$ cat config.mk
export PLATFORM = sky130hd
export DESIGN_NAME = mem_access_sequencer
export DESIGN_NICKNAME = d
export VERILOG_FILES = /design/src/rtl/mem_seq_pkg.sv /design/src/rtl/mem_seq_addr_gen.sv /design/src/rtl/mem_access_sequencer.sv
export SDC_FILE = /design/constraint.sdc
export NUM_CORES = 1
export LEC_CHECK = 0
export ABC_AREA = 1
export CORE_MARGIN = 2
export CORE_UTILIZATION = 50
export CTS_BUF_LIST = sky130_fd_sc_hd__clkbuf_4
export CTS_CLUSTER_DIAMETER = 30
export DETAILED_ROUTE_END_ITERATION = 10
export PLACE_DENSITY = 0.79
export SLEW_MARGIN = 10
export SYNTH_ARGS = -nofsm -noshare
export SYNTH_HDL_FRONTEND = slang
export SYNTH_SLANG_ARGS = --single-unit
$ cat constraint.sdc
create_clock -name clk -period 1.6 [get_ports clk]
set_input_delay 0.48 -clock clk [delete_from_list [all_inputs] [get_ports clk]]
set_output_delay 0.48 -clock clk [all_outputs]
set_load 0.005 [all_outputs]
$ cat src/rtl/mem_seq_pkg.sv
// Shared types and memory-enable codes for the memory access sequencer.
package mem_seq_pkg;

    typedef enum logic [2:0] {
        StIdle,
        StWrWait,
        StRdIssue,
        StRdWait,
        StRdLoad
    } seq_state_t;

    localparam logic [1:0] MEMENA_RD_B1 = 2'b00;
    localparam logic [1:0] MEMENA_WR_B1 = 2'b01;
    localparam logic [1:0] MEMENA_RD_B2 = 2'b10;
    localparam logic [1:0] MEMENA_WR_B2 = 2'b11;

    // Decoder code is {block, write}.
    function automatic logic [1:0] memena_code(input logic blk, input logic wr);
        return {blk, wr};
    endfunction

endpackage

$ cat src/rtl/mem_seq_addr_gen.sv
// Burst address register plus remaining-beat down-counter with last-beat flag.
module mem_seq_addr_gen #(
    parameter int unsigned ADDR_W = 10,
    parameter int unsigned LEN_W  = 8
) (
    input  logic              clk,
    input  logic              rst,
    input  logic              load,
    input  logic [ADDR_W-1:0] load_addr,
    input  logic [LEN_W-1:0]  load_len,
    input  logic              step,
    output logic [ADDR_W-1:0] addr,
    output logic              last
);

    localparam logic [ADDR_W-1:0] ADDR_ONE = ADDR_W'(1);
    localparam logic [LEN_W-1:0]  CNT_ONE  = LEN_W'(1);

    logic [ADDR_W-1:0] addr_q;
    logic [LEN_W-1:0]  cnt_q;

    // Address wraps modulo 2**ADDR_W by natural overflow.
    always_ff @(posedge clk or posedge rst) begin
        if (rst) begin
            addr_q <= '0;
            cnt_q  <= '0;
        end else if (load) begin
            addr_q <= load_addr;
            cnt_q  <= load_len;
        end else if (step) begin
            addr_q <= addr_q + ADDR_ONE;
            cnt_q  <= cnt_q - CNT_ONE;
        end
    end

    assign addr = addr_q;
    assign last = (cnt_q == '0);

endmodule

$ cat src/rtl/mem_access_sequencer.sv
// Burst sequencer driving the memory-enable decoder, BRAM strobe/address and the
// per-beat handshakes with the write deserializer and read serializer.
module mem_access_sequencer
    import mem_seq_pkg::*;
#(
    parameter int unsigned ADDR_W = 10,
    parameter int unsigned LEN_W  = 8,
    parameter int unsigned RD_LAT = 1
) (
    input  logic              clk,
    input  logic              rst,
    input  logic              req_valid,
    output logic              req_ready,
    input  logic              req_write,
    input  logic              req_block,
    input  logic [ADDR_W-1:0] req_addr,
    input  logic [LEN_W-1:0]  req_len,
    output logic [1:0]        memoryena,
    output logic              mem_strobe,
    output logic [ADDR_W-1:0] mem_addr,
    input  logic              deseri_valid,
    output logic              deseri_ack,
    input  logic              seri_busy,
    output logic              seri_load,
    output logic              busy,
    output logic              done
);

    localparam int unsigned WAIT_W = (RD_LAT > 1) ? $clog2(RD_LAT) : 1;

    seq_state_t        state_q;
    logic [1:0]        memoryena_q;
    logic              rd_strobe_q;
    logic              seri_load_q;
    logic              busy_q;
    logic              done_q;
    logic              req_ready_q;
    logic [WAIT_W-1:0] wait_q;

    logic              accept;
    logic              wr_beat;
    logic              step;
    logic              last;

    assign accept  = (state_q == StIdle) && req_ready_q && req_valid;
    assign wr_beat = (state_q == StWrWait) && deseri_valid;
    assign step    = wr_beat || (state_q == StRdLoad);

    mem_seq_addr_gen #(
        .ADDR_W (ADDR_W),
        .LEN_W  (LEN_W)
    ) u_addr_gen (
        .clk       (clk),
        .rst       (rst),
        .load      (accept),
        .load_addr (req_addr),
        .load_len  (req_len),
        .step      (step),
        .addr      (mem_addr),
        .last      (last)
    );

    always_ff @(posedge clk or posedge rst) begin
        if (rst) begin
            state_q     <= StIdle;
            memoryena_q <= MEMENA_RD_B1;
            rd_strobe_q <= 1'b0;
            seri_load_q <= 1'b0;
            busy_q      <= 1'b0;
            done_q      <= 1'b0;
            req_ready_q <= 1'b0;
            wait_q      <= '0;
        end else begin
            rd_strobe_q <= 1'b0;
            seri_load_q <= 1'b0;
            done_q      <= 1'b0;
            unique case (state_q)
                StIdle: begin
                    req_ready_q <= 1'b1;
                    if (accept) begin
                        memoryena_q <= memena_code(req_block, req_write);
                        req_ready_q <= 1'b0;
                        busy_q      <= 1'b1;
                        state_q     <= req_write ? StWrWait : StRdIssue;
                    end
                end
                StWrWait: begin
                    if (deseri_valid && last) begin
                        done_q      <= 1'b1;
                        busy_q      <= 1'b0;
                        req_ready_q <= 1'b1;
                        state_q     <= StIdle;
                    end
                end
                StRdIssue: begin
                    if (!seri_busy) begin
                        rd_strobe_q <= 1'b1;
                        wait_q      <= WAIT_W'(RD_LAT - 1);
                        state_q     <= StRdWait;
                    end
                end
                StRdWait: begin
                    // Strobe cycle counts as the first of RD_LAT wait cycles.
                    if (wait_q == '0) begin
                        seri_load_q <= 1'b1;
                        state_q     <= StRdLoad;
                    end else begin
                        wait_q <= wait_q - WAIT_W'(1);
                    end
                end
                StRdLoad: begin
                    if (last) begin
                        done_q      <= 1'b1;
                        busy_q      <= 1'b0;
                        req_ready_q <= 1'b1;
                        state_q     <= StIdle;
                    end else begin
                        state_q <= StRdIssue;
                    end
                end
                default: begin
                    busy_q      <= 1'b0;
                    req_ready_q <= 1'b0;
                    state_q     <= StIdle;
                end
            endcase
        end
    end

    // Write beats strobe combinationally so the deserializer word is consumed same cycle.
    assign mem_strobe = (state_q == StWrWait) ? deseri_valid : rd_strobe_q;
    assign deseri_ack = wr_beat;
    assign memoryena  = memoryena_q;
    assign seri_load  = seri_load_q;
    assign busy       = busy_q;
    assign done       = done_q;
    assign req_ready  = req_ready_q;

endmodule
==> impl_metrics.ini, run 1 <==
[drt]
drt_iter0_drc = 124
firstDrtPassIters = 4
vias = 1883
drc = 0
wirelength_um = 4740
ant_nets = 0
avgRoutedWirePerCell_um = 12.6
vias_per_cell = 4.99

[clocking]
cts_root_buf = clkbuf_4
clk_latency_ns = 0.34
cts_inserted_buffers = 3
clk_pin_slew_ns = 0.16
cts.sinks = 28
cts_tree = yes
htree_levels = 1
clockBufferDepth = 2

[synth]
synth-edff-count = 0
synth_ff_type = dfrtp_1
synth-adder-area-share_pct = 2.16
synth-compound-area-share_pct = 5.62
synth-simple-area-share_pct = 41.0
synth_xor_area_share_pct = 1.01
synthMuxAreaShare_pct = 0
ys_seq_area_share_pct = 40.3
synth_nets = 278
async_flop_share_pct = 100
synthesis.area_um2 = 1740
avgSynthCellArea_um2 = 6.95
synthCells = 250
yosys_warnings = 0
synth_top_family_by_area = simple AND/OR/NAND/NOR gates
ys_ff_latch = 28
ys_types = 28

[timing]
setup_tns_ns = -0.407
setup_ws_ns = -0.274
clock_skew_ns = 0.00593
finalMaxSlewViolations = 0
fin_crit_ns = 1.87
finalHoldViolCount = 0
max_freq_ghz = 0.534
min_period_over_period_pct = 117
setup_viol = 2
rsz0062_at_grt = yes
max-slew-margin-rel_pct = 82.0
worst_pin_slew_ns = 0.269
whs_ns = 0.442

[pwr]
power_mw = 4.62
ir_drop_v = 0.00104
p_leak_nw = 1.38
power.density_nw_per_um2 = 1780

[setup_path]
endpoint_kind = output port
critPathArrivalTime_ns = 1.39
r2r-start = state_q[1]$_DFFE_PP0P_
critPathMaxFanout = 2
rr_worst_depth = 9
cp-start-kind = register
r2r_setup_slack_ns = 0.03
path_class = register to output port
cp.required_ns = 1.12
worstReg2RegEnd = u_addr_gen.addr[1]$_DFFE_PP0P_

[layout]
antenna_cells = 0
drive_gt1_share_pct = 22.1
fin_nets = 361
multi_input_area_um2 = 915
regArea_um2 = 701
fillerInstances = 255
area_growth_pct = 49.5
finalInstanceArea_um2 = 2600
layout_common_cells = 86 x nand2_1, 34 x buf_4, 28 x inv_1, 28 x dfrtp_1, 27 x nand3_1
instances_no_fill = 377
finish.utilization_pct = 77.9
layout_commonest_cell = nand2_1

[global_route]
grtUsageTotal_pct = 23.8
grt_pass1_vias = 1822
grt_pass1_wl_um = 7670
grt_max_degree = 29
grt-ovfl-total = 0
antenna_found_initial = 0

[run]
maxCapViolCount = 0

[floorplanning]
die_w_um = 63.0
core-area_um2 = 3340
start_util_pct = 52.1
rows = 21
boundaryPins = 43
die_area_um2 = 3960
die_y_um = 63.0

[placement]
place_ws_ns = -0.491
hpwlAfterDp_um = 3160
gp_congestion = 0.845
placed_cells = 355
port-buffer-count = 42
post_dp_cell_area_um2 = 2390

[hold_path]
min_path_type = primary input to asynchronous set/reset pin

[outcome]
status = finished with violations
violations = negative setup slack
kinds of logic (layout without fill, tap and decap cells):
family,Yosys count,count (layout)
simple gates,159,159
buf+inv,40,121
flops,28,28
compound gates,18,18
fa+ha+maj,3,3
xor+xnor,2,2
layout make-up:
class / instances / share of cell area [%]
multi-input cells: 182 / 35.2
repair buffers: 84 / 29.7
flip-flops and latches: 28 / 27.0
inverters: 34 / 5.10
well taps: 46 / 2.21
clock buffers: 3 / 0.867
critical path, cell delays in order (launching register included):
cell     delay, ns
dfrtp_1       0.44
nor3_4        0.24
buf_6         0.14
inv_4         0.03
nand2_2       0.04
nand2_1       0.05
buf_2         0.11
registers in the layout (all words and copies together), names as in the netlist:
signal            flops
memoryena             2
u_addr_gen.addr      10
done                  1
rd_strobe_q           1
u_addr_gen.cnt_q      8
seri_load             1
state_q               3
busy                  1
req_ready             1
cell usage after synthesis (all sizes together), types with 2 or more instances:
library cell	count	area [um^2]
nand2	92	360
buf	6	45.0
inv	34	128
o211ai	2	15.0
nor3	3	20.0
xnor2	2	17.5
nand3b	2	15.0
nand4	4	25.0
dfrtp	28	701
nor2	21	83.8
nand3	29	158
ha	3	37.5
or2	7	43.8
o21ai	14	70.1
metal layers:
metal	vias to the layer above	global-route usage, %	routed length, um
met4	0	10.0	54
met2	56	41.2	2430
met5	-	0	0
met1	871	29.8	2050
met3	7	2.88	213
li1	949	-	-
power breakdown:
group	switching, mW	internal, mW	total (mW)
combinational	1.59	1.53	3.12
sequential	0.186	1.00	1.19
clock	0.222	0.0889	0.311
repair_timing:
item / in CTS / in global routing
resized for setup: 27 / 19
pin swaps: 2 / 7
hold buffers: 0 / 0
setup endpoints to repair: 23 / 16
setup buffers: 11 / 8
worst max path at each step:
| stage | startpoint | end | slack (ns) | depth (start not counted) |
|---|---|---|---|---|
| CTS | state_q[0]$_DFFE_PP0P_ | mem_strobe | -0.29 | 7 |
| floorplan | state_q[2]$_DFFE_PP0P_ | mem_strobe | 0.25 | 3 |
| detailed placement | deseri_valid | mem_strobe | -0.49 | 4 |
| global placement | deseri_valid | mem_strobe | -0.48 | 4 |
| global route | state_q[1]$_DFFE_PP0P_ | mem_strobe | -0.34 | 6 |
| finish | state_q[1]$_DFFE_PP0P_ | mem_strobe | -0.27 | 6 |
Power figures use the tool's default switching activity.
==> inputs of run 2 (changes only) <==
--- a/config.mk
+++ b/config.mk
@@ -12,7 +12,6 @@
 export CTS_CLUSTER_DIAMETER = 30
 export DETAILED_ROUTE_END_ITERATION = 10
 export PLACE_DENSITY = 0.79
-export SLEW_MARGIN = 10
 export SYNTH_ARGS = -nofsm -noshare
 export SYNTH_HDL_FRONTEND = slang
 export SYNTH_SLANG_ARGS = --single-unit
==> results of run 2 <==
The final DEF is identical to that of run 1; final timing and power are the same.
